$ cat config.mk
export PLATFORM = sky130hd
export DESIGN_NAME = uart_rx_flat
export DESIGN_NICKNAME = d
export VERILOG_FILES = /design/src/rtl/uart_rx_if.sv /design/src/rtl/uart_rx.sv /design/src/flat_wrapper.sv
export SDC_FILE = /design/constraint.sdc
export NUM_CORES = 1
export LEC_CHECK = 0
export BUFFER_PORTS_ARGS = -buffer_cell sky130_fd_sc_hd__buf_2
export CAP_MARGIN = 5
export CORE_MARGIN = 10
export CORE_UTILIZATION = 35
export DETAILED_ROUTE_END_ITERATION = 8
export PLACE_DENSITY = 0.59
export SETUP_SLACK_MARGIN = 0.02
export SLEW_MARGIN = 20
export SYNTH_ARGS = -nofsm -noshare
export SYNTH_HDL_FRONTEND = slang
export SYNTH_SLANG_ARGS = --single-unit
export TNS_END_PERCENT = 1
$ cat constraint.sdc
create_clock -name clk -period 4.1 [get_ports clk]
set_clock_uncertainty 0.1 [all_clocks]
set_input_delay 0.41 -clock clk [delete_from_list [all_inputs] [get_ports clk]]
set_output_delay 0.41 -clock clk [all_outputs]
set_load 0.05 [all_outputs]
$ cat src/rtl/uart_rx_if.sv
// uart_rx_if: serial line plus received-byte outputs of the 8N1 receiver.
//   rx         - asynchronous serial line into the receiver (idles high)
//   data_out   - last correctly framed byte
//   data_valid - one-cycle strobe when data_out updates
//   frame_err  - one-cycle strobe when a stop bit samples low
// The master modport is the receiver side; slave is the line driver / byte consumer.
interface uart_rx_if;
    logic       rx;
    logic [7:0] data_out;
    logic       data_valid;
    logic       frame_err;

    modport master (
        input  rx,
        output data_out,
        output data_valid,
        output frame_err
    );

    modport slave (
        output rx,
        input  data_out,
        input  data_valid,
        input  frame_err
    );
endinterface

$ cat src/rtl/uart_rx.sv
// uart_rx: 8N1 asynchronous serial receiver with a counter-based bit timer.
//   clk - system clock, all state on posedge
//   rst - synchronous active-high reset
//   bus - uart_rx_if.master: rx in; data_out, data_valid, frame_err out
// rx is double-flopped; the FSM only looks at the second flop. Each bit is
// sampled once at its centre and shifted in LSB-first.
module uart_rx #(
    parameter int unsigned CLKS_PER_BIT = 16
) (
    input logic      clk,
    input logic      rst,
    uart_rx_if.master bus
);
    localparam int unsigned H    = CLKS_PER_BIT / 2;
    localparam int unsigned CntW = $clog2(CLKS_PER_BIT);
    localparam logic [CntW-1:0] HalfM1 = CntW'(H - 1);
    localparam logic [CntW-1:0] BitM1  = CntW'(CLKS_PER_BIT - 1);

    typedef enum logic [2:0] {StIdle, StStart, StData, StStop, StBreak} state_e;

    state_e          state_q, state_d;
    logic [1:0]      sync_q, sync_d;
    logic [CntW-1:0] cnt_q, cnt_d;
    logic [2:0]      bit_idx_q, bit_idx_d;
    logic [7:0]      shift_q, shift_d;
    logic [7:0]      data_out_q, data_out_d;
    logic            data_valid_q, data_valid_d;
    logic            frame_err_q, frame_err_d;
    logic            rx_s;

    assign rx_s = sync_q[1];

    always_comb begin
        sync_d       = {sync_q[0], bus.rx};
        state_d      = state_q;
        cnt_d        = cnt_q;
        bit_idx_d    = bit_idx_q;
        shift_d      = shift_q;
        data_out_d   = data_out_q;
        data_valid_d = 1'b0;
        frame_err_d  = 1'b0;

        case (state_q)
            StIdle: begin
                cnt_d = '0;
                if (!rx_s) state_d = StStart;
            end
            StStart: begin
                if (cnt_q == HalfM1) begin
                    // Start bit still low at its centre: real frame, else a glitch.
                    cnt_d     = '0;
                    bit_idx_d = 3'd0;
                    state_d   = rx_s ? StIdle : StData;
                end else begin
                    cnt_d = cnt_q + CntW'(1);
                end
            end
            StData: begin
                if (cnt_q == BitM1) begin
                    cnt_d   = '0;
                    shift_d = {rx_s, shift_q[7:1]};
                    if (bit_idx_q == 3'd7) begin
                        state_d = StStop;
                    end else begin
                        bit_idx_d = bit_idx_q + 3'd1;
                    end
                end else begin
                    cnt_d = cnt_q + CntW'(1);
                end
            end
            StStop: begin
                if (cnt_q == BitM1) begin
                    cnt_d = '0;
                    if (rx_s) begin
                        data_out_d   = shift_q;
                        data_valid_d = 1'b1;
                        // Back to idle mid stop bit so a following start bit is caught.
                        state_d      = StIdle;
                    end else begin
                        frame_err_d = 1'b1;
                        state_d     = StBreak;
                    end
                end else begin
                    cnt_d = cnt_q + CntW'(1);
                end
            end
            StBreak: begin
                // A held-low line must go high before another frame can start.
                cnt_d = '0;
                if (rx_s) state_d = StIdle;
            end
            default: begin
                state_d = StIdle;
                cnt_d   = '0;
            end
        endcase
    end

    always_ff @(posedge clk) begin
        if (rst) begin
            state_q      <= StIdle;
            sync_q       <= 2'b11;
            cnt_q        <= '0;
            bit_idx_q    <= 3'd0;
            shift_q      <= 8'h00;
            data_out_q   <= 8'h00;
            data_valid_q <= 1'b0;
            frame_err_q  <= 1'b0;
        end else begin
            state_q      <= state_d;
            sync_q       <= sync_d;
            cnt_q        <= cnt_d;
            bit_idx_q    <= bit_idx_d;
            shift_q      <= shift_d;
            data_out_q   <= data_out_d;
            data_valid_q <= data_valid_d;
            frame_err_q  <= frame_err_d;
        end
    end

    assign bus.data_out   = data_out_q;
    assign bus.data_valid = data_valid_q;
    assign bus.frame_err  = frame_err_q;
endmodule

$ cat src/flat_wrapper.sv
// flat-port wrapper written by rule: the top's interface ports become plain ports
module uart_rx_flat 
#(
    parameter int unsigned CLKS_PER_BIT = 16
)
  (clk, rst, bus_rx, bus_data_out, bus_data_valid, bus_frame_err);
  uart_rx_if bus_i ();
  input logic clk;
  input logic rst;
  input wire logic [$bits(bus_i.rx)-1:0] bus_rx;
  output wire logic [$bits(bus_i.data_out)-1:0] bus_data_out;
  output wire logic [$bits(bus_i.data_valid)-1:0] bus_data_valid;
  output wire logic [$bits(bus_i.frame_err)-1:0] bus_frame_err;
  assign bus_i.rx = bus_rx;
  assign bus_data_out = bus_i.data_out;
  assign bus_data_valid = bus_i.data_valid;
  assign bus_frame_err = bus_i.frame_err;
  uart_rx #(.CLKS_PER_BIT(CLKS_PER_BIT)) u_core (.clk(clk), .rst(rst), .bus(bus_i));
endmodule
==> results of run 1 <==
## synth_stat cells, drive strengths merged
| master | number |
|---|---|
| nand3b | 2 |
| or3b | 2 |
| xor2 | 2 |
| xnor2 | 1 |
| or3 | 1 |
| nor2 | 6 |
| or2 | 2 |
| nor2b | 1 |
| dfxtp | 30 |
| o21ai | 8 |
| and2b | 1 |
| a31oi | 1 |
| a21oi | 8 |
| inv | 2 |
| a2111oi | 2 |
| mux2 | 1 |
| ha | 3 |
| nand2 | 3 |
| mux2i | 10 |
| or2b | 1 |
| nand3 | 11 |
| and4 | 1 |
| buf | 4 |
| a211oi | 1 |
| nor3 | 6 |
| clkbuf | 5 |
| nand2b | 18 |
| nor3b | 1 |
| and3 | 1 |
| a311oi | 1 |
## power groups by stage
stage	logic, mW	clock network [mW]	registers [mW]
3_3_place_gp	0.0118	0	0.302
2_1_floorplan	0.0123	0	0.301
6_report	0.0119	0.218	0.296
4_1_cts	0.0119	0.226	0.296
3_5_place_dp	0.0119	0	0.302
5_1_grt	0.0133	0.240	0.296
## per-stage QoR
stage               setup slack [ns]  instance area [sq um]  cells  hold WS [ns]
detailed placement             2.003                   1383    187        0.2928
finish                         2.012                   1459    194        0.2076
CTS                            1.998                   1459    194        0.2002
global placement               2.062                   1383    187        0.2937
global route                   1.943                   1459    194        0.2090
floorplan                      2.099                   1315    136        0.2895
## worst reg2reg max path, cell delays in order, from the launching register on
cell and delay, ns:
dfxtp_1 0.32, ha_1 0.20, ha_1 0.21, or3b_4 0.39, a2111oi_4 0.43, mux2_4 0.33
## worst max-delay path by stage
stage	end	slack, ns
2_1_floorplan	u_core.bit_idx_q[0]$_SDFFE_PP0P_	2.10
3_3_place_gp	u_core.bit_idx_q[0]$_SDFFE_PP0P_	2.06
3_5_place_dp	u_core.bit_idx_q[0]$_SDFFE_PP0P_	2.00
4_1_cts	u_core.bit_idx_q[0]$_SDFFE_PP0P_	2.00
5_1_grt	u_core.bit_idx_q[0]$_SDFFE_PP0P_	1.94
6_report	u_core.bit_idx_q[0]$_SDFFE_PP0P_	2.01
## metal layers
layer | vias to the layer above | GRT usage (%) | share of wire [%]
li1 | 490 | - | -
met1 | 440 | 9.381 | 48
met2 | 24 | 11.30 | 41
met3 | 8 | 4.194 | 7.3
met4 | 0 | 7.266 | 3.4
met5 | - | 0 | 0
## kinds of logic after synthesis
logic type | synth area share (%)
simple gates | 25.60
xor+xnor | 1.998
buf+inv | 4.567
flops | 45.67
fa+ha+maj | 2.855
compound gates | 10.56
mux | 8.754
## cell type report
type / instances / area, sq um / share of cell area [%]
Multi-Input combinational cell: 95 / 654.4 / 44.85
Sequential cell: 30 / 600.6 / 41.17
Clock buffer: 7 / 76.32 / 5.232
Inverter: 2 / 7.507 / 0.5146
Timing Repair Buffer: 12 / 60.06 / 4.117
Tap cell: 48 / 60.06 / 4.117
## state kept, by name (all words and copies together), names as in the netlist
name	count
u_core.bit_idx_q	3
u_core.bus.data_out	8
u_core.bus.data_valid	1
u_core.bus.frame_err	1
u_core.cnt_q	4
u_core.shift_q	8
u_core.state_q	3
u_core.sync_q	2
==> summary by stage, run 1 <==
Clock network
The H-tree was split into 2 levels. The clock latency on the worst-skew pair is 0.28 ns. The total clock sinks is 30. The clock passes through at most 2 buffers. The clock transition time at the flip-flop clock pins of the worst setup and hold paths is 0.06 ns. For this design, the CTS-stage hold fixing added 0 buffers. The number of setup buffers added after CTS is 0. The post-cts repair resize count is 0. The CTS root buffer is clkbuf_8.

The TritonCTS clock tree is yes. Buffers inserted during clock tree synthesis total 5.

Worst hold path
The start point of the worst hold path is bus_rx. The cell depth of the worst min-delay path is 2. The capture endpoint of the worst hold path is u_core.sync_q[0]$_SDFF_PP1_.

The path class of the tightest hold or removal check is input pin to flop.

Power
The combinational share of power is 2.3%. The power dissipated by switching net loads is 109.9 uW. The share of power burned in registers is 56.3%. The internal portion of the total power is 415.5 uW. The static leakage is 0.5209 nW. The clock network is responsible for 41.4% of the overall power.

Across the VDD grid, the largest voltage drop is 169.8 uV. The post-route total power is 525.3 uW. The switching part of the total is 20.91%.

Power spread over the standard cell area amounts to 360.1 nW/um^2.

STA
Timing would allow up to 478.9 MHz. Dividing the final minimum period by the clock period gives 50.93%. The count of pins over their slew limit is 0.

Measured against its own limit, the worst slew margin works out to 60.63%. The setup total negative slack is 0 ns. Setup repair after global routing left no endpoint under its margin. The final critical-path required period is 2.088 ns.

The slew at the pin closest to its max-slew limit is 0.5879 ns. The total count of hold-check failures in the final report came to 0. Setup violations remaining at the end of the flow were counted as 0.

Global routing
The global route total overflow is 0. Global routing used 8.320% of the available tracks. The first-pass GRT wire length is 4.236 mm. The number of antenna violations at the first check in global routing is 0.

The maximum number of pins on one net before global-route repair is 38. The via count of the first global-routing pass came to 925.

Drt
The average wire length per cell after detail routing is 12.65 um. The antenna violation net count after detailed routing is 0. The detailed router finished its first iteration with 63 violations. The DRC violation count after routing is 0.

The total iterations of the first detailed-routing run is 4. The average via count per standard cell is 4.959. For this block, the via count after detailed routing is 962. The routed design has 2.455 mm of wire.

Layout
After the last flow step, the layout net total stands at 152. The repair_antennas step left the layout with diodes totalling 0. Leaving out fill and tap cells, the most frequent cells in the layout are dfxtp_1, nand2b_1, buf_2. The post-route netlist has 17.81% of its cells at a drive strength greater than 1. The total of fill cells in the finished design is 384. Compared with the post-synthesis result, the final layout area differs by 10.94%. Cells fill 40.15% of the core in the end. Leaving out fill and tap cells, the most frequent cell in the layout is dfxtp_1.

Critical path
The critical path crosses 5 cells after its start point. In this run the critical register-to-register path is captured at u_core.bit_idx_q[0]$_SDFFE_PP0P_. The slowest stage of the critical path is the a2111oi_4 cell. At the worst endpoint, the required time is 4.17 ns. The launching element type of the critical path is a flop.

The startpoint of the most critical register-to-register path is u_core.bit_idx_q[0]$_SDFFE_PP0P_. Tracing the worst setup path back leads to its startpoint at u_core.bit_idx_q[0]$_SDFFE_PP0P_. The path type of the worst setup path is flop to flop. The kind of end point of the critical path is a flop. Across all register-to-register paths, the minimum setup slack is 2.01 ns. On the worst path, the slowest cell contributes a delay of 0.43 ns. The data arrival time of the critical path is 2.16 ns. Counting cells, the worst reg-to-reg path comes to 5. Along the worst path, the maximum fanout reaches 3. Together, buffers and inverters on the worst path number 0. The critical path goes through ha_1, ha_1, or3b_4, a2111oi_4, mux2_4.

The most frequent cell on the critical path is ha_1. The kind of cell adding the most delay to the critical path is compound AO/OA/AOI/OAI gates.

Floorplan
The total area inside the core boundary comes to 3633 sq um. The top-level port count is 13. The die span in x is 81.30 um. The die covers 6609 sq um. For this configuration, the core starts out at a cell density of 36.19%. The die is 81.30 um tall. The number of core rows is 22.

Placement
The detailed-placement wirelength estimate is 1.601 mm. The number of buffers inserted by port buffering is 12. The final RePlAce weighted congestion is 0.7706.

Synth
The proportion of synthesized chip area in sequential cells is 45.67%. Ranked by total cell area, the synthesized netlist is headed by dfxtp_1, nand2b_1, mux2i_1. The post-synthesis instance area is 1315 sq um. The number of standard cells after synthesis is 136.

Yosys printed 0 warnings. The biggest area consumer among synthesized cells is dfxtp_1. After synthesis, the netlist uses 34 different library cells. The post-synthesis sequential element count is 30. The synthesized design devotes to its leading area cell type 45.67% of total area. The average size of a mapped cell is 9.669 sq um. The number of nets in the synthesized netlist is 142.

Outcome
The flow ran to the end, and the final reports show no timing, DRC or antenna violations.

Run
The number of max-capacitance violations reported is 0.
Power figures use the tool's default switching activity.
==> run 2, diff against run 1 <==
Clock period 4.1 ns to 2.2 ns, I/O delays scaled along.
==> run 2 against run 1 <==
Final cell count increased by 1.5%. Cell area rose by 2.1%. Largest power group unchanged. Flip-flop and latch count unchanged. Register-to-register slack got worse by 1.8 ns. Global-route usage fell by 0.20 points. Highest routed layer unchanged.
==> summary by stage, run 2 (synthesized netlist as in run 1, its figures left out) <==
Outcome
The run finished with clean final reports.

Layout
The layout has 379 filler cells. The area growth from synthesis to layout is 13.23%. The finished cells cover 1489 sq um. In the layout the commonest cells are dfxtp_1, nand2b_1, buf_2. The final-stage net count is 154. Leaving out filler cells and counting taps, the final layout contains 197.

Cells with a size suffix above 1 make up 20.13% of the layout. Leaving out fill and tap cells, the most frequent cell in the layout is dfxtp_1. The number of antenna diodes is 0.

Floorplan
The die covers 6609 sq um. For this configuration, the core starts out at a cell density of 36.19%. The number of core rows is 22. The die span in x is 81.30 um.

The die is 81.30 um tall. The floorplan core area is 3633 sq um. The top-level port count is 13.

Global routing
The total routing usage reported by global routing is 8.116%. Entering global routing, the biggest net connects 38 pins. The first-pass GRT wire length is 4.153 mm. The via count of the first global-routing pass is 934. The number of antenna violations at the first check in global routing is 0.

The global route total overflow is 0.

STA
The setup total negative slack is 0 ns. The slew at the pin closest to its max-slew limit is 0.6058 ns. The final critical-path required period is 2.006 ns. In the finished design, the share of the clock period the worst path needs comes to 91.20%. Timing would allow up to 498.4 MHz. The total setup violations reported at the end of the flow is 0. Setup repair after global routing left no endpoint under its margin. In this run the tightest slew margin relative to its limit is 59.44%.

Across all setup checks in the final design, the least slack found is 0.1935 ns. The count of pins over their slew limit is 0. The total count of hold-check failures in the final report was 0.

Clock network
The later pin in the worst-skew pair is clocked with a latency of 0.28 ns. The number of buffers added to fix hold violations after cts is 0. The H-tree was split into 2 levels. TritonCTS built the clock tree. The number of setup buffers added after CTS is 0. After clock tree synthesis, the clock-pin slew on the worst setup and hold paths is 0.06 ns. The root buffer cell chosen for the clock tree is clkbuf_8. The number of gates resized after CTS was 0. The maximum count of clock buffers along a single path is 2. Counting every sink on the clock net gives 30. Buffers inserted during clock tree synthesis total 5.

Drt
After detailed routing, the average wire length per cell comes to 12.02 um. The antenna violation net count after detailed routing is 0. The detailed router's first-iteration violation count is 77. After detailed routing, the number of vias per cell comes to 4.807. For this block, the via count after detailed routing is 947.

The DRC violation count after routing is 0. The final layout contains routed wiring with a total length of 2.368 mm. For this run, the detailed router's first-pass iteration total came to 4.

Placement
The cell area reported after detailed placement is 1398 sq um. Timing analysis after detailed placement gives a worst setup slack of 0.1903 ns. At the end of routability-driven placement, the weighted congestion stood at 0.7791. The number of buffers inserted by port buffering is 12. Summed over all nets, the half-perimeter wirelength after detailed placement is 1.590 mm.

Once placement completed, the tool counted placed cells totaling 189.

Power
Power spread over the standard cell area amounts to 687.5 nW/um^2. In this run the static leakage power is 0.5417 nW. VDD sags by at most 364.4 uV.

Critical path
Along the worst path, the maximum fanout reaches 3. The data arrival time of the critical path is 2.08 ns. The critical path is of the flop to flop type. The kind of end point of the critical path is a flop. STA puts the critical path data required time at 2.27 ns. The worst setup path is launched from a flop.

Worst hold path
The min-delay analysis places its worst path in the category input pin to flop.

Run
Across the run, the number of max-cap violations was 0.
==> run 2: cell count changes in the layout (fill, tap and decap cells not counted) <==
cell	before	now
clkbuf_8	5	6
clkbuf_1	2	1
buf_4	0	2
clkinv_2	0	1
==> run 2: critical path, stage by stage (launching register included) <==
cell and delay [ns]:
dfxtp_1 0.32, ha_1 0.20, ha_1 0.21, or3b_4 0.39, a2111oi_4 0.35, mux2_4 0.33
==> run 2: path summary, 6_finish.rpt <==
path,to,cells past startpoint,slack [ns],start
worst max-delay path,u_core.bit_idx_q[0]$_SDFFE_PP0P_,5,0.19,u_core.bit_idx_q[0]$_SDFFE_PP0P_
worst min-delay path,u_core.sync_q[0]$_SDFF_PP1_,2,0.02,bus_rx
worst max register to register,u_core.bit_idx_q[0]$_SDFFE_PP0P_,5,0.19,u_core.bit_idx_q[0]$_SDFFE_PP0P_
worst min register to register,u_core.sync_q[1]$_SDFF_PP1_,1,0.31,u_core.sync_q[0]$_SDFF_PP1_
==> run 2: power by group <==
| group | leakage (nW) | internal, mW | total (mW) | switching (mW) |
|---|---|---|---|---|
| logic | 0.251 | 0.0105 | 0.0220 | 0.0115 |
| clock network | 0.0482 | 0.252 | 0.451 | 0.199 |
| registers | 0.242 | 0.547 | 0.551 | 0.00416 |
==> run 2: area by class of cell <==
| class | count | area, sq um | area share, % |
|---|---|---|---|
| clock buffers | 7 | 86.33 | 5.798 |
| inverters | 2 | 7.507 | 0.5042 |
| clock inverters | 1 | 5.005 | 0.3361 |
| well taps | 48 | 60.06 | 4.034 |
| flip-flops and latches | 30 | 600.6 | 40.34 |
| repair buffers | 14 | 75.07 | 5.042 |
| multi-input cells | 95 | 654.4 | 43.95 |
==> run 2: metal layers <==
layer / routed length, um / GRT usage (%) / vias to the layer above
met5: 0 / 0 / -
met4: 57 / 5.709 / 0
met3: 162 / 3.642 / 6
met2: 991 / 11.85 / 15
met1: 1155 / 9.247 / 427
li1: - / - / 499
==> run 2: metrics by stage <==
step / utilization (%) / total power [mW] / hold slack, ns
2_1_floorplan: - / 0.5832 / 0.2238
3_3_place_gp: 38.46 / 0.5848 / 0.2931
3_5_place_dp: 38.46 / 0.5852 / 0.2980
4_1_cts: 40.98 / 1.043 / 0.009380
5_1_grt: 40.98 / 1.074 / 0.03049
6_report: 40.98 / 1.024 / 0.01758
==> run 3, diff against run 2 <==
==> constraint.sdc (replaced) <==
create_clock -name clk -period 2.2 [get_ports clk]
set_clock_uncertainty 0.1 [all_clocks]
set_input_delay 0.44 -clock clk [delete_from_list [all_inputs] [get_ports clk]]
set_output_delay 0.44 -clock clk [all_outputs]
set_load 0.05 [all_outputs]
==> run 3 against run 2 <==
Non-clock buffer count increased by 1. Worst hold slack improved by 0.22 ns. Via count increased by 3.8%. Sequential power about the same. Sequential share of layout area decreased by 0.20 points. Largest cell class unchanged. Largest power group unchanged.
==> summary by stage, run 3 (synthesized netlist as in run 1, its figures left out) <==
Drt
The detailed router's first-iteration violation count is 30. Using the TritonRoute via totals, the vias-per-cell ratio works out to 4.965. The total detailed-routing wirelength is 2.542 mm. The detail route stage leaves a number of antenna-violating nets equal to 0. The detailed router placed 983 vias in this run.

The average wire length per cell after detail routing is 12.84 um. The DRC violation count after routing is 0. The total iterations of the first detailed-routing run is 4.

Critical path
The critical path goes through ha_1, ha_1, or3b_4, a2111oi_4, mux2_4. Data on the critical path is required at its endpoint by 2.27 ns. For flop-to-flop paths, the worst setup slack is 0.16 ns.

The launching element type of the critical path is a flop. The number of cells on the worst reg-to-reg path is 5. Data on the critical path arrives at its endpoint at 2.12 ns.

The largest stage delay on the critical path is 0.39 ns. The total buffers and inverters traversed by the critical path is 0. The slowest cell on the critical path is or3b_4.

The critical path is of the flop to flop type. The endpoint identified for the worst register-to-register timing path is u_core.bit_idx_q[0]$_SDFFE_PP0P_. The kind of end point of the critical path is a flop. The most frequent cell on the critical path is ha_1.

Of all nets on the critical path, the largest fanout is 3. The startpoint of the most critical register-to-register path is u_core.bit_idx_q[0]$_SDFFE_PP0P_. On the critical path the largest part of the delay comes from adder cells.

Global routing
The number of antenna violations at the first check in global routing is 0. The first global-routing pass estimated 4.581 mm of wire. The maximum number of pins on one net before global-route repair is 25. The via count of the first global-routing pass is 1,011. The total routing usage reported by global routing is 8.897%. After global routing the overflow that remains totals 0.

Floorplan
The floorplan core area is 3633 sq um. The number of core rows is 22. The die span in x is 81.30 um. The effective utilization at floorplan is 36.19%.

The overall die area is 6609 sq um. 13 I/O pins were placed. The die height is 81.30 um.

Clock network
The number of setup buffers added after CTS is 0. For the worst-skew pair, the clock arrives at the later sink with an insertion delay of 0.28 ns. The number of buffers added to fix hold violations after cts is 0. The post-cts repair resize count is 0. The clock buffer count from CTS is 5. The total clock sinks is 30. The depth of the CTS H-tree is 2. The maximum count of clock buffers along a single path is 2.

The tree is rooted in a clkbuf_8. After clock tree synthesis, the clock-pin slew on the worst setup and hold paths is 0.06 ns. The TritonCTS clock tree is yes.

Layout
In the final design database the tool counted 155 nets. 0 antenna diodes ended up in the layout. After filler insertion, the fill cell instance count of the layout stands at 391. In the layout the commonest cells are dfxtp_1, nand2b_1, buf_2. The count of cells in the finished layout, fillers not included, comes to 198. The share of cells above drive strength 1 is 20.67%. The area added between synthesis and finish is 13.80%. Leaving out fill and tap cells, the most frequent cell in the layout is dfxtp_1.

Worst hold path
The capture endpoint of the worst hold path is u_core.sync_q[0]$_SDFF_PP1_. In this run the worst hold path is classified as input pin to flop. The start point of the worst hold path is bus_rx. The cell depth of the worst min-delay path is 2.

Outcome
The run finished with clean final reports.

STA
The maximum clock frequency is 489.4 MHz. Setup violations remaining at the end of the flow were counted as 0. The count of pins over their slew limit is 0. In this run the tightest slew margin relative to its limit is 57.25%. The portion of the clock cycle consumed by the worst path in the final layout is 92.88%. The smallest clock period supported by the final layout is computed as 2.043 ns. The setup total negative slack is 0 ns. Setup repair after global routing left no endpoint under its margin. The slew at the pin closest to its max-slew limit is 0.6384 ns. The total count of hold-check failures in the final report is 0.

Power
The power per cell area is 682.3 nW/um^2. The post-route total power is 1.021 mW. In this run the static leakage power is 0.5465 nW. The worst-case IR drop observed on VDD is 374.1 uV.

Placement
Detailed placement finished with a half-perimeter wire length of 1.767 mm. At the end of routability-driven placement, the weighted congestion stood at 0.7802. Input and output buffers added on the ports amount to 12.

The number of placed instances, taps included, is 190.

Run
The number of max-capacitance violations reported is 0.
-- run 3: cell count changes in the layout (fill, tap and decap cells not counted) --
cell	delta
buf_4	+1
-- run 3: routing by layer --
metal / part of all wire [%] / routed length (um) / track usage [%]
met2: 45 / 1147 / 13.27
met5: 0 / 0 / 0
met3: 7.8 / 199 / 5.077
met1: 45 / 1147 / 10.06
met4: 1.8 / 47 / 4.152
-- run 3: where the power goes --
group / switching (mW) / total [mW] / internal, mW
registers: 0.00425 / 0.551 / 0.547
logic: 0.0120 / 0.0236 / 0.0116
clock network: 0.195 / 0.446 / 0.252
-- run 3: layout make-up --
type | count | area, sq um | share of cell area (%)
multi-input combinational | 95 | 654.4 | 43.73
sequential | 30 | 600.6 | 40.13
clock buffer | 7 | 86.33 | 5.769
timing repair buffer | 15 | 82.58 | 5.518
tap | 48 | 60.06 | 4.013
inverter | 2 | 7.507 | 0.5017
clock inverter | 1 | 5.005 | 0.3344
-- run 3: how the worst max path moves through the flow --
stage | slack [ns] | start | cells past startpoint | endpoint
finish | 0.16 | u_core.bit_idx_q[0]$_SDFFE_PP0P_ | 5 | u_core.bit_idx_q[0]$_SDFFE_PP0P_
CTS | 0.16 | u_core.bit_idx_q[0]$_SDFFE_PP0P_ | 5 | u_core.bit_idx_q[0]$_SDFFE_PP0P_
global route | 0.06 | u_core.bit_idx_q[0]$_SDFFE_PP0P_ | 6 | u_core.bit_idx_q[2]$_SDFFE_PP0P_
detailed placement | 0.18 | u_core.bit_idx_q[0]$_SDFFE_PP0P_ | 5 | u_core.bit_idx_q[0]$_SDFFE_PP0P_
global placement | 0.22 | u_core.bit_idx_q[0]$_SDFFE_PP0P_ | 5 | u_core.bit_idx_q[0]$_SDFFE_PP0P_
floorplan | 0.20 | u_core.bit_idx_q[0]$_SDFFE_PP0P_ | 5 | u_core.bit_idx_q[0]$_SDFFE_PP0P_
-- run 3: metrics by stage --
step	utilization, %	setup slack, ns	hold WS, ns	cell area, sq um
6_report	41.18	0.1566	0.2373	1496
5_1_grt	41.18	0.06385	0.2359	1496
4_1_cts	41.18	0.1577	0.2309	1496
3_5_place_dp	38.67	0.1751	0.2961	1405
3_3_place_gp	38.67	0.2199	0.2960	1405
2_1_floorplan	-	0.1988	0.2895	1315
